$ cat src/rtl/tl_inflight_monitor_if.sv
// TileLink-UL A/D channel bundle watched by tl_inflight_monitor.
// master drives A and d_ready, slave drives D and a_ready, and the monitor only observes.
interface tl_inflight_monitor_if #(
  parameter int SRC_W = 2
);
  logic             a_valid;
  logic             a_ready;
  logic [2:0]       a_opcode;
  logic [2:0]       a_size;
  logic [SRC_W-1:0] a_source;
  logic [31:0]      a_address;
  logic             d_valid;
  logic             d_ready;
  logic [2:0]       d_opcode;
  logic [2:0]       d_size;
  logic [SRC_W-1:0] d_source;

  modport master (
    output a_valid, a_opcode, a_size, a_source, a_address, d_ready,
    input  a_ready, d_valid, d_opcode, d_size, d_source
  );

  modport slave (
    input  a_valid, a_opcode, a_size, a_source, a_address, d_ready,
    output a_ready, d_valid, d_opcode, d_size, d_source
  );

  modport monitor (
    input a_valid, a_ready, a_opcode, a_size, a_source, a_address,
          d_valid, d_ready, d_opcode, d_size, d_source
  );
endinterface

$ cat src/rtl/tl_inflight_monitor.sv
// Passive TileLink-UL monitor: tracks outstanding sources, checks responses,
// handshake stability, stalls and alignment, and latches the first error code.
// Optional macro TL_MON_PRINTF_EN prints each latched error in simulation.

// One tracked source: the inflight bit plus the opcode/size its request carried.
module tl_inflight_monitor_slot (
  input  logic       clock,
  input  logic       reset_n,
  input  logic       set,
  input  logic       clr,
  input  logic [2:0] op_in,
  input  logic [2:0] size_in,
  output logic       inflight,
  output logic       inflight_nx,
  output logic [2:0] op,
  output logic [2:0] size
);
  // A new request wins over a same-cycle final response, so the bit stays set.
  assign inflight_nx = set | (inflight & ~clr);

  // Hold the inflight state and capture the request attributes on a first A beat
  always_ff @(posedge clock or negedge reset_n) begin
    if (!reset_n) begin
      inflight <= 1'b0;
      op       <= '0;
      size     <= '0;
    end else begin
      inflight <= inflight_nx;
      if (set) begin
        op   <= op_in;
        size <= size_in;
      end
    end
  end
endmodule

module tl_inflight_monitor #(
  parameter int SRC_W      = 2,
  parameter int BEAT_BYTES = 4,
  parameter int TIMEOUT    = 256
) (
  input  logic                  clock,
  input  logic                  reset_n,
  tl_inflight_monitor_if.monitor bus,
  output logic                  err_valid,
  output logic [3:0]            err_code,
  output logic [SRC_W:0]        inflight_cnt
);
  localparam int NSRC   = 1 << SRC_W;
  localparam int LOG_BB = $clog2(BEAT_BYTES);
  localparam int TCW    = $clog2(TIMEOUT + 1);

  localparam logic [2:0] OP_PUT_FULL = 3'd0;
  localparam logic [2:0] OP_PUT_PART = 3'd1;
  localparam logic [2:0] OP_GET      = 3'd4;
  localparam logic [2:0] OP_ACK      = 3'd0;
  localparam logic [2:0] OP_ACK_DATA = 3'd1;

  typedef struct packed {
    logic [2:0]       opcode;
    logic [2:0]       size;
    logic [SRC_W-1:0] source;
    logic [31:0]      address;
  } a_bits_t;

  typedef struct packed {
    logic [2:0]       opcode;
    logic [2:0]       size;
    logic [SRC_W-1:0] source;
  } d_bits_t;

  // Beats in a burst of 2^size bytes; sub-beat transfers still take one beat.
  function automatic logic [7:0] beats_of(input logic [2:0] size);
    if (int'(size) >= LOG_BB) return 8'd1 << (int'(size) - LOG_BB);
    else                      return 8'd1;
  endfunction

  a_bits_t a_bits, a_bits_q;
  d_bits_t d_bits, d_bits_q;

  assign a_bits = {bus.a_opcode, bus.a_size, bus.a_source, bus.a_address};
  assign d_bits = {bus.d_opcode, bus.d_size, bus.d_source};

  logic a_fire, d_fire, a_stall, d_stall;
  assign a_fire  = bus.a_valid & bus.a_ready;
  assign d_fire  = bus.d_valid & bus.d_ready;
  assign a_stall = bus.a_valid & ~bus.a_ready;
  assign d_stall = bus.d_valid & ~bus.d_ready;

  // ---- per-source tracking ----
  logic [NSRC-1:0]       a_set, d_clr, inflight, inflight_nx;
  logic [NSRC-1:0][2:0]  rec_op, rec_size;

  for (genvar g = 0; g < NSRC; g++) begin : g_slot
    tl_inflight_monitor_slot u_slot (
      .clock       (clock),
      .reset_n     (reset_n),
      .set         (a_set[g]),
      .clr         (d_clr[g]),
      .op_in       (a_bits.opcode),
      .size_in     (a_bits.size),
      .inflight    (inflight[g]),
      .inflight_nx (inflight_nx[g]),
      .op          (rec_op[g]),
      .size        (rec_size[g])
    );
  end

  // ---- beat accounting ----
  logic [7:0] a_beat, d_beat, a_total, d_total;
  logic       a_first, a_last, d_last;
  logic       a_is_put, d_inflight, d_multi;
  logic [2:0] d_rec_op, d_rec_size;

  assign a_is_put   = (a_bits.opcode == OP_PUT_FULL) | (a_bits.opcode == OP_PUT_PART);
  assign a_total    = a_is_put ? beats_of(a_bits.size) : 8'd1;
  assign a_first    = (a_beat == 8'd0);
  assign a_last     = ((a_beat + 8'd1) >= a_total);

  assign d_inflight = inflight[d_bits.source];
  assign d_rec_op   = rec_op[d_bits.source];
  assign d_rec_size = rec_size[d_bits.source];
  // Burst length follows the request we recorded; a stray beat falls back on its own opcode.
  assign d_multi    = d_inflight ? (d_rec_op == OP_GET) : (d_bits.opcode == OP_ACK_DATA);
  assign d_total    = d_multi ? beats_of(d_bits.size) : 8'd1;
  assign d_last     = ((d_beat + 8'd1) >= d_total);

  // Decode which slot a first A beat sets and which one a last D beat clears
  always_comb begin
    a_set = '0;
    d_clr = '0;
    for (int i = 0; i < NSRC; i++) begin
      a_set[i] = a_fire & a_first & (a_bits.source == SRC_W'(i));
      d_clr[i] = d_fire & d_last  & (d_bits.source == SRC_W'(i));
    end
  end

  // Walk each channel's beat counter through a burst and wrap to 0 after the last beat
  always_ff @(posedge clock or negedge reset_n) begin
    if (!reset_n) begin
      a_beat <= '0;
      d_beat <= '0;
    end else begin
      if (a_fire) a_beat <= a_last ? 8'd0 : a_beat + 8'd1;
      if (d_fire) d_beat <= d_last ? 8'd0 : d_beat + 8'd1;
    end
  end

  // ---- handshake hold tracking and stall counters ----
  logic           a_hold_q, d_hold_q;
  logic [TCW-1:0] a_to_cnt, d_to_cnt;

  // Remember last cycle's stall state and fields; count stalled cycles up to saturation
  always_ff @(posedge clock or negedge reset_n) begin
    if (!reset_n) begin
      a_hold_q <= 1'b0;
      d_hold_q <= 1'b0;
      a_bits_q <= '0;
      d_bits_q <= '0;
      a_to_cnt <= '0;
      d_to_cnt <= '0;
    end else begin
      a_hold_q <= a_stall;
      d_hold_q <= d_stall;
      a_bits_q <= a_bits;
      d_bits_q <= d_bits;
      if (!a_stall)                        a_to_cnt <= '0;
      else if (a_to_cnt != TCW'(TIMEOUT))  a_to_cnt <= a_to_cnt + 1'b1;
      if (!d_stall)                        d_to_cnt <= '0;
      else if (d_to_cnt != TCW'(TIMEOUT))  d_to_cnt <= d_to_cnt + 1'b1;
    end
  end

  // ---- error detection; bit k stands for code k+1 ----
  logic [8:0] err_vec;
  logic       err_any;
  logic [3:0] err_code_nx;
  logic       same_src_close, d_op_bad, a_misalign;

  assign same_src_close = d_fire & d_last & (d_bits.source == a_bits.source);
  assign d_op_bad = ((d_rec_op == OP_GET) & (d_bits.opcode != OP_ACK_DATA)) |
                    (((d_rec_op == OP_PUT_FULL) | (d_rec_op == OP_PUT_PART)) &
                     (d_bits.opcode != OP_ACK));
  assign a_misalign = (a_bits.address & ((32'd1 << a_bits.size) - 32'd1)) != 32'd0;

  // Gather every check that trips this cycle
  always_comb begin
    err_vec    = '0;
    err_vec[0] = a_fire & a_first & inflight[a_bits.source] & ~same_src_close;
    err_vec[1] = d_fire & ~d_inflight;
    err_vec[2] = d_fire & d_inflight & d_op_bad;
    err_vec[3] = d_fire & d_inflight & (d_bits.size != d_rec_size);
    err_vec[4] = bus.a_valid & a_hold_q & (a_bits != a_bits_q);
    err_vec[5] = bus.d_valid & d_hold_q & (d_bits != d_bits_q);
    err_vec[6] = a_stall & (a_to_cnt == TCW'(TIMEOUT - 1));
    err_vec[7] = d_stall & (d_to_cnt == TCW'(TIMEOUT - 1));
    err_vec[8] = a_fire & a_first & a_misalign;
  end

  // Lowest-numbered code wins when several fire together
  always_comb begin
    err_code_nx = 4'd0;
    for (int i = 8; i >= 0; i--) begin
      if (err_vec[i]) err_code_nx = 4'(i + 1);
    end
  end

  assign err_any = |err_vec;

  // Registered popcount of the post-edge inflight bits
  logic [SRC_W:0] cnt_nx;
  always_comb begin
    cnt_nx = '0;
    for (int i = 0; i < NSRC; i++) cnt_nx = cnt_nx + (SRC_W+1)'(inflight_nx[i]);
  end

  // Latch the first error and keep it until reset; publish the inflight count
  always_ff @(posedge clock or negedge reset_n) begin
    if (!reset_n) begin
      err_valid    <= 1'b0;
      err_code     <= 4'd0;
      inflight_cnt <= '0;
    end else begin
      inflight_cnt <= cnt_nx;
      if (!err_valid && err_any) begin
        err_valid <= 1'b1;
        err_code  <= err_code_nx;
      end
    end
  end

`ifdef TL_MON_PRINTF_EN
`ifndef SYNTHESIS
  logic [31:0]      cyc_q;
  logic [SRC_W-1:0] err_src;
  // A-side codes report the A source, everything else the D source
  assign err_src = (err_code_nx == 4'd1 || err_code_nx == 4'd5 ||
                    err_code_nx == 4'd7 || err_code_nx == 4'd9) ? a_bits.source : d_bits.source;

  // Count cycles and print the error that is about to be latched
  always_ff @(posedge clock or negedge reset_n) begin
    if (!reset_n) begin
      cyc_q <= '0;
    end else begin
      cyc_q <= cyc_q + 32'd1;
      if (!err_valid && err_any)
        $display("[tl_mon] cycle %0d: error code %0d source %0d",
                 cyc_q, err_code_nx, err_src);
    end
  end
`endif
`else
  // Silent build: no diagnostic output, detection and outputs are unchanged.
`endif
endmodule

$ cat src/flat_wrapper.sv
// flat-port wrapper written by rule: the top's interface ports become plain ports
module tl_inflight_monitor_flat 
#(
  parameter int SRC_W      = 2,
  parameter int BEAT_BYTES = 4,
  parameter int TIMEOUT    = 256
)
  (clock, reset_n, err_valid, err_code, inflight_cnt, bus_a_valid, bus_a_ready, bus_a_opcode, bus_a_size, bus_a_source, bus_a_address, bus_d_valid, bus_d_ready, bus_d_opcode, bus_d_size, bus_d_source);
  tl_inflight_monitor_if #(.SRC_W(SRC_W)) bus_i ();
  input  logic clock;
  input  logic reset_n;
  output logic err_valid;
  output logic [3:0] err_code;
  output logic [SRC_W:0] inflight_cnt;
  input wire logic [$bits(bus_i.a_valid)-1:0] bus_a_valid;
  input wire logic [$bits(bus_i.a_ready)-1:0] bus_a_ready;
  input wire logic [$bits(bus_i.a_opcode)-1:0] bus_a_opcode;
  input wire logic [$bits(bus_i.a_size)-1:0] bus_a_size;
  input wire logic [$bits(bus_i.a_source)-1:0] bus_a_source;
  input wire logic [$bits(bus_i.a_address)-1:0] bus_a_address;
  input wire logic [$bits(bus_i.d_valid)-1:0] bus_d_valid;
  input wire logic [$bits(bus_i.d_ready)-1:0] bus_d_ready;
  input wire logic [$bits(bus_i.d_opcode)-1:0] bus_d_opcode;
  input wire logic [$bits(bus_i.d_size)-1:0] bus_d_size;
  input wire logic [$bits(bus_i.d_source)-1:0] bus_d_source;
  assign bus_i.a_valid = bus_a_valid;
  assign bus_i.a_ready = bus_a_ready;
  assign bus_i.a_opcode = bus_a_opcode;
  assign bus_i.a_size = bus_a_size;
  assign bus_i.a_source = bus_a_source;
  assign bus_i.a_address = bus_a_address;
  assign bus_i.d_valid = bus_d_valid;
  assign bus_i.d_ready = bus_d_ready;
  assign bus_i.d_opcode = bus_d_opcode;
  assign bus_i.d_size = bus_d_size;
  assign bus_i.d_source = bus_d_source;
  tl_inflight_monitor #(.SRC_W(SRC_W), .BEAT_BYTES(BEAT_BYTES), .TIMEOUT(TIMEOUT)) u_core (.clock(clock), .reset_n(reset_n), .bus(bus_i), .err_valid(err_valid), .err_code(err_code), .inflight_cnt(inflight_cnt));
endmodule
$ cat config.mk
export PLATFORM = sky130hd
export DESIGN_NAME = tl_inflight_monitor_flat
export DESIGN_NICKNAME = d
export VERILOG_FILES = /design/src/rtl/tl_inflight_monitor_if.sv /design/src/rtl/tl_inflight_monitor.sv /design/src/flat_wrapper.sv
export SDC_FILE = /design/constraint.sdc
export NUM_CORES = 1
export LEC_CHECK = 0
export CAP_MARGIN = 20
export CORE_MARGIN = 5
export CORE_UTILIZATION = 55
export CTS_BUF_LIST = sky130_fd_sc_hd__clkbuf_4
export DETAILED_ROUTE_END_ITERATION = 6
export HOLD_SLACK_MARGIN = 0.08
export PLACE_DENSITY = 0.73
export SLEW_MARGIN = 20
export SYNTH_ARGS = -nofsm -noshare
export SYNTH_HDL_FRONTEND = slang
export SYNTH_SLANG_ARGS = --single-unit
$ cat constraint.sdc
create_clock -name clock -period 4.9 [get_ports clock]
set_input_delay 1.47 -clock clock [delete_from_list [all_inputs] [get_ports clock]]
set_output_delay 1.47 -clock clock [all_outputs]
set_load 0.01 [all_outputs]
# Word-level counts from Yosys, hierarchy flattened
# Cells that the tools add are included.
# totals
reg_bits,120
out_inout_bits,8
word_cells,156
# op_classes
addsub,10
muxes,28
bitwise,50
eq_ne,21
reduce_logical,10
shifts,3
order_cmp,6
# ops
op,count
$shl 1x32->8 const A,2
$mux 8,6
$ne 40x40->1,1
$mux 4,9
$mux 9,4
$and 1x1->1,34
$and 32x32->32,1
$reduce_bool 32->1,1
$shl 1x3->32 const A,1
$sub 32x1->32 const B,1
$add 9x1->9 const B,2
$eq 9x8->1 const B,2
$ne 9x9->1 const B,2
$add 8x1->8 const B,2
$ge 8x8->1,2
$bmux 3 s2,2
$eq 3x1->1 const B,3
$reduce_or 9->1,1
$eq 2x2->1 const B,4
$logic_not 8->1,1
$ne 8x8->1,1
$not 1->1,8
$sub 3x2->4 const B,2
$or 1x1->1,7
18 further kinds,29

# Longest topological paths before layout
# logic_depth
word_depth,14
depth_mapped,21

# Cells and area by module
# From an unflattened synthesis, not the netlist that was laid out.
# hier_totals
cells_unflattened,586
area_unflattened_um2,6459.9
# by_module_without_submodules
mod,cells_each,instances,area_per_inst_um2,seq_area_each_um2
tl_inflight_monitor,522,1,5303.8,2302.2
tl_inflight_monitor_slot,16,4,289.0,175.2

# Worst setup path before layout
# No wires, ideal clock.
# synth_path
path_kind,input -> register
startpoint,input port bus_d_source[0]
endpoint,register u_core.inflight_cnt[1]
stages,19
setup_time_ns,0.126
path_buffers,2
t_arrival_ns,5.472
slack_ns,-0.698
required_ns,4.774
cell_sequence,buf_6 > mux4_2 > nor2_1 > a31oi_1 > or2_1 > or4_1 > ha_1 > and2_1 > o2111ai_1 > o21ai_2 > clkbuf_1 > nand2_1 > or3_1 > a21o_1 > ha_1 > inv_1 > fa_1 > inv_1 > ha_1
# synth_via
elab_chain_len,14
word_cells_on_any_way,32
cone_classes,add/sub (3); order compare (1); eq/ne (4); mux (6); bitwise (17); reduce/logical (1)
# synth_lines
item,line_no,source
start: declaration,flat_wrapper.sv:25,input wire logic [$bits(bus_i.d_source)-1:0] bus_d_source;
$bmux 3 s2,tl_inflight_monitor.sv:121,assign d_rec_op = rec_op[d_bits.source];
$mux 3 (implied by the code),tl_inflight_monitor.sv:121,
$eq 3x3->1,tl_inflight_monitor.sv:124,assign d_multi = d_inflight ? (d_rec_op == OP_GET) : (d_bits.opcode == OP_ACK_DATA);
$mux 1,tl_inflight_monitor.sv:124,
$mux 8,tl_inflight_monitor.sv:125,assign d_total = d_multi ? beats_of(d_bits.size) : 8'd1;
$ge 8x8->1,tl_inflight_monitor.sv:126,assign d_last = ((d_beat + 8'd1) >= d_total);
$and 1x1->1,tl_inflight_monitor.sv:134,d_clr[i] = d_fire & d_last & (d_bits.source == SRC_W'(i));
$and 1x1->1 *,tl_inflight_monitor.sv:134,
$not 1->1 *,tl_inflight_monitor.sv:19,assign inflight_nx = set | (inflight & ~clr);
$and 1x1->1 *,tl_inflight_monitor.sv:19,
$or 1x1->1 *,tl_inflight_monitor.sv:19,
net u_core.g_slot[0].u_slot.inflight_nx,tl_inflight_monitor.sv:14,"output logic inflight_nx,"
$add 1x1->2 *,tl_inflight_monitor.sv:214,for (int i = 0; i < NSRC; i++) cnt_nx = cnt_nx + (SRC_W+1)'(inflight_nx[i]);
$add 3x1->3 * (2 in series),tl_inflight_monitor.sv:214,
net u_core.cnt_nx[1],tl_inflight_monitor.sv:211,logic [SRC_W:0] cnt_nx;
end signal: assignment,tl_inflight_monitor.sv:224,inflight_cnt <= cnt_nx;
end: declaration,tl_inflight_monitor.sv:47,output logic [SRC_W:0] inflight_cnt
# The timed path passes the listed nets; every way through them passes the cells marked *. The select of a mux whose other input is x is not followed.
# A chain may end at the register's enable or synchronous reset.

# Worst setup path after layout
# Ends and elaborated chain as after synthesis.

==> qor.csv <==
metric,value,unit
vias in the first global route,4725,
Sink Count,120,
post-synthesis cell area,0.00630,mm²
Starting DRT DRC Count,214,
Setup crit end,u_core.inflight_cnt[1]$_DFF_PN0_,
Clock Latency Late Sink,0.53,ns
WL per Instance,15.8,µm
crit path cell chain,buf_8 -> buf_6 -> mux4_2 -> nor2_2 -> a31oi_1 -> or2_1 -> or4_4 -> ha_4 -> and2_4 -> o2111ai_2 -> o21ai_2 -> nand2_2 -> or3_1 -> a21o_1 -> ha_1 -> inv_1 -> fa_2 -> inv_2 -> ha_1,
part of the Yosys area used for sequential elements,0.477,
design area,0.00757,mm²
Detail Placement HPWL,10100,µm
cts bufs inserted,17,
GP Congestion,0.854,
Tcrit/Tclk final,0.988,
Pins Over Slew Limit,0,
syn nets,677,
max-cap violation count,0,
RSZ-0062 raised after global routing,true,
Overall Power,2.69,mW
most frequent cell on the critical path,ha_1,
Die Wd,117,µm
Synth Instances,591,
worst r2r dst,u_core.inflight_cnt[1]$_DFF_PN0_,
DP Worst Slack,-1.06,ns
Worst Path Required,5.32,ns
synth unique cells,65,
Post-DRT Antenna Nets,0,
dpl cells,807,
row cnt,39,
CP Max Fanout,4,
largest net degree at the start of global routing,72,
Core Region,0.0113,mm²
PwrDens,356,mW/mm²
Die Height,117,µm
setup violators final,0,
Area Overhead vs Synth,20.2,%
final hold viol count,0,
worst rel slew slack,0.404,
layout cells sized above 1,0.179,
clock skew,0.0175,ns
r2r setup slk,0.72,ns
Worst EP arrival,5.26,ns
r2r startpoint,u_core.g_slot[3].u_slot.op[0]$_DFFE_PN0P_,
"FFs w/ async S/R, synth",1.00,
Post-DP Area,0.00723,mm²
DRT Pass-1 Iters,4,
Final Non-Filler Cells,845,
total number of vias,4642,
Initial Util,0.557,
final core utilization,0.669,
crit path capture type,flip-flop,
status,completed,
Reg2Reg Depth,17,
H-tree depth,4,
Crit Path Category,in2reg,
total congestion overflow,0,
VDD IR max,0.264,mV
first-pass GRT wire length,22600,µm
DRT Wirelength,13300,µm
Mean Syn Cell Area,10.7,µm²
area of the die,0.0137,mm²
initial antenna violation count,0,
min-delay worst type,reg2reg,
number of diodes,0,
Crit. Startpoint,bus_d_source[0],
Avg Vias per Cell,5.49,
synthesized flop and latch total,120,
clock-pin slew on the worst setup and hold paths,0.10,ns
final worst path period need,4.84,ns
ys flop type,dfrtp_1,
setup_tns,0,ns
clk buf depth,2,
fin nets,775,
"commonest non-fill, non-tap cell in the layout",dfrtp_1,
Total GRT Usage,0.212,
I/O Buffers,61,
Worst setup SP type,primary input,
WHS,0.499,ns
"slowest stage delay, CP",0.51,ns
"commonest cells after routing, fill and taps aside","120 x dfrtp_1, 61 x nand2_1, 56 x clkdlybuf4s50_1, 49 x xnor2_1, 37 x buf_4",
Post-synth EDFFs,0,
Worst Tran Pin Value,0.894,ns
fin worst setup slack,0.0572,ns
Yosys Warn Count,0,
CP max stage cell,mux4_2,
io pins,62,
Root Driver,clkbuf_4,
CTS tree,built,
Residual DRC,0,
leakage,3.30,nW
Peak Freq,206,MHz
report_power, final:
part | internal (mW) | switching (mW)
Sequential | 1.15 | 0.112
Combinational | 0.447 | 0.392
Clock | 0.198 | 0.391
Total | 1.80 | 0.895
area by class of cell:
class,instances,area [µm²]
Fill cell,894,3750
Multi-Input combinational cell,422,3140
Sequential cell,120,3000
Timing Repair Buffer,100,915
Tap cell,143,179
Clock buffer,17,128
Clock inverter,15,105
Inverter,28,105
timing repair:
item                       CTS  global route
buffers inserted             4             2
hold buffers                 0             0
gates resized for setup     22             3
pin swaps                   14             5
cloned                       0             0
setup endpoints to repair    6             3
sequential cells by signal, summed over array words and instances (netlist names):
signal / cells
u_core.a_to_cnt: 9
u_core.d_to_cnt: 9
u_core.g_slot.u_slot.inflight: 4
u_core.a_hold_q: 1
u_core.err_valid: 1
u_core.d_beat: 8
u_core.d_bits_q: 8
u_core.inflight_cnt: 3
u_core.g_slot.u_slot.op: 12
u_core.a_beat: 8
u_core.d_hold_q: 1
u_core.g_slot.u_slot.size: 12
u_core.err_code: 4
u_core.a_bits_q: 40
logic make-up (layout without fill, tap and decap cells):
| kind of cell | after synthesis | after routing | synth area share |
|---|---|---|---|
| compound gates | 80 | 80 | 0.0880 |
| flops | 120 | 120 | 0.477 |
| fa+ha+maj | 32 | 32 | 0.0647 |
| simple gates | 196 | 196 | 0.152 |
| buf+inv | 49 | 160 | 0.0349 |
| xor+xnor | 80 | 80 | 0.111 |
| mux | 34 | 34 | 0.0723 |
worst max-delay path, delay by kind of cell:
family	cells	cell delay, ns
AO/OA/AOI/OAI	4	0.51
adder cells (fa/ha/maj)	4	1.10
buffers and inverters	4	0.28
multiplexers	1	0.51
AND/OR/NAND/NOR	6	1.39
cells in the mapped netlist, drive strengths merged (2+ instances only):
| cell | instances | share of area |
|---|---|---|
| a211o | 2 | 0.0028 |
| a211oi | 3 | 0.0036 |
| a21o | 5 | 0.0060 |
| a21oi | 12 | 0.012 |
| a22oi | 2 | 0.0032 |
| a311oi | 3 | 0.0052 |
| a31oi | 5 | 0.0060 |
| and2 | 7 | 0.0069 |
| and3 | 8 | 0.0081 |
| buf | 7 | 0.0099 |
| clkbuf | 14 | 0.0083 |
| dfrtp | 120 | 0.48 |
| ha | 31 | 0.062 |
| inv | 28 | 0.017 |
| mux2 | 23 | 0.042 |
| mux2i | 5 | 0.0079 |
| mux4 | 6 | 0.023 |
| nand2 | 62 | 0.037 |
| nand2b | 7 | 0.0069 |
| nand3 | 24 | 0.019 |
| nand3b | 2 | 0.0024 |
| nand4 | 13 | 0.013 |
| nor2 | 38 | 0.023 |
| nor3 | 8 | 0.0071 |
| nor4 | 12 | 0.012 |
| nor4b | 2 | 0.0028 |
| o21ai | 29 | 0.024 |
| o21bai | 2 | 0.0024 |
| o22a | 2 | 0.0028 |
| o22ai | 3 | 0.0030 |
| o31ai | 3 | 0.0036 |
| or2 | 2 | 0.0020 |
| or3 | 6 | 0.0060 |
| or4 | 3 | 0.0036 |
| xnor2 | 49 | 0.068 |
| xor2 | 31 | 0.043 |
metal layers:
| layer | vias up | global-route usage | share of wire |
|---|---|---|---|
| li1 | 2271 | - | - |
| met1 | 2264 | 0.277 | 0.45 |
| met2 | 92 | 0.354 | 0.49 |
| met3 | 15 | 0.0519 | 0.046 |
| met4 | 0 | 0.0619 | 0.013 |
| met5 | - | 0 | 0 |
worst min-delay path by stage:
stage                     cells after the start  slack (ns)                                         from                                           to
after global placement                        2        0.46  u_core.g_slot[2].u_slot.size[2]$_DFFE_PN0P_  u_core.g_slot[2].u_slot.size[2]$_DFFE_PN0P_
after CTS                                     2        0.51  u_core.g_slot[2].u_slot.size[1]$_DFFE_PN0P_  u_core.g_slot[2].u_slot.size[1]$_DFFE_PN0P_
after global routing                          1        0.53  u_core.g_slot[3].u_slot.size[0]$_DFFE_PN0P_  u_core.g_slot[3].u_slot.size[0]$_DFFE_PN0P_
final                                         2        0.50  u_core.g_slot[2].u_slot.size[1]$_DFFE_PN0P_  u_core.g_slot[2].u_slot.size[1]$_DFFE_PN0P_
after floorplan                               2        0.45  u_core.g_slot[2].u_slot.size[1]$_DFFE_PN0P_  u_core.g_slot[2].u_slot.size[1]$_DFFE_PN0P_
after detailed placement                      2        0.48  u_core.g_slot[2].u_slot.size[2]$_DFFE_PN0P_  u_core.g_slot[2].u_slot.size[2]$_DFFE_PN0P_
(Power assumes the default switching activity.)
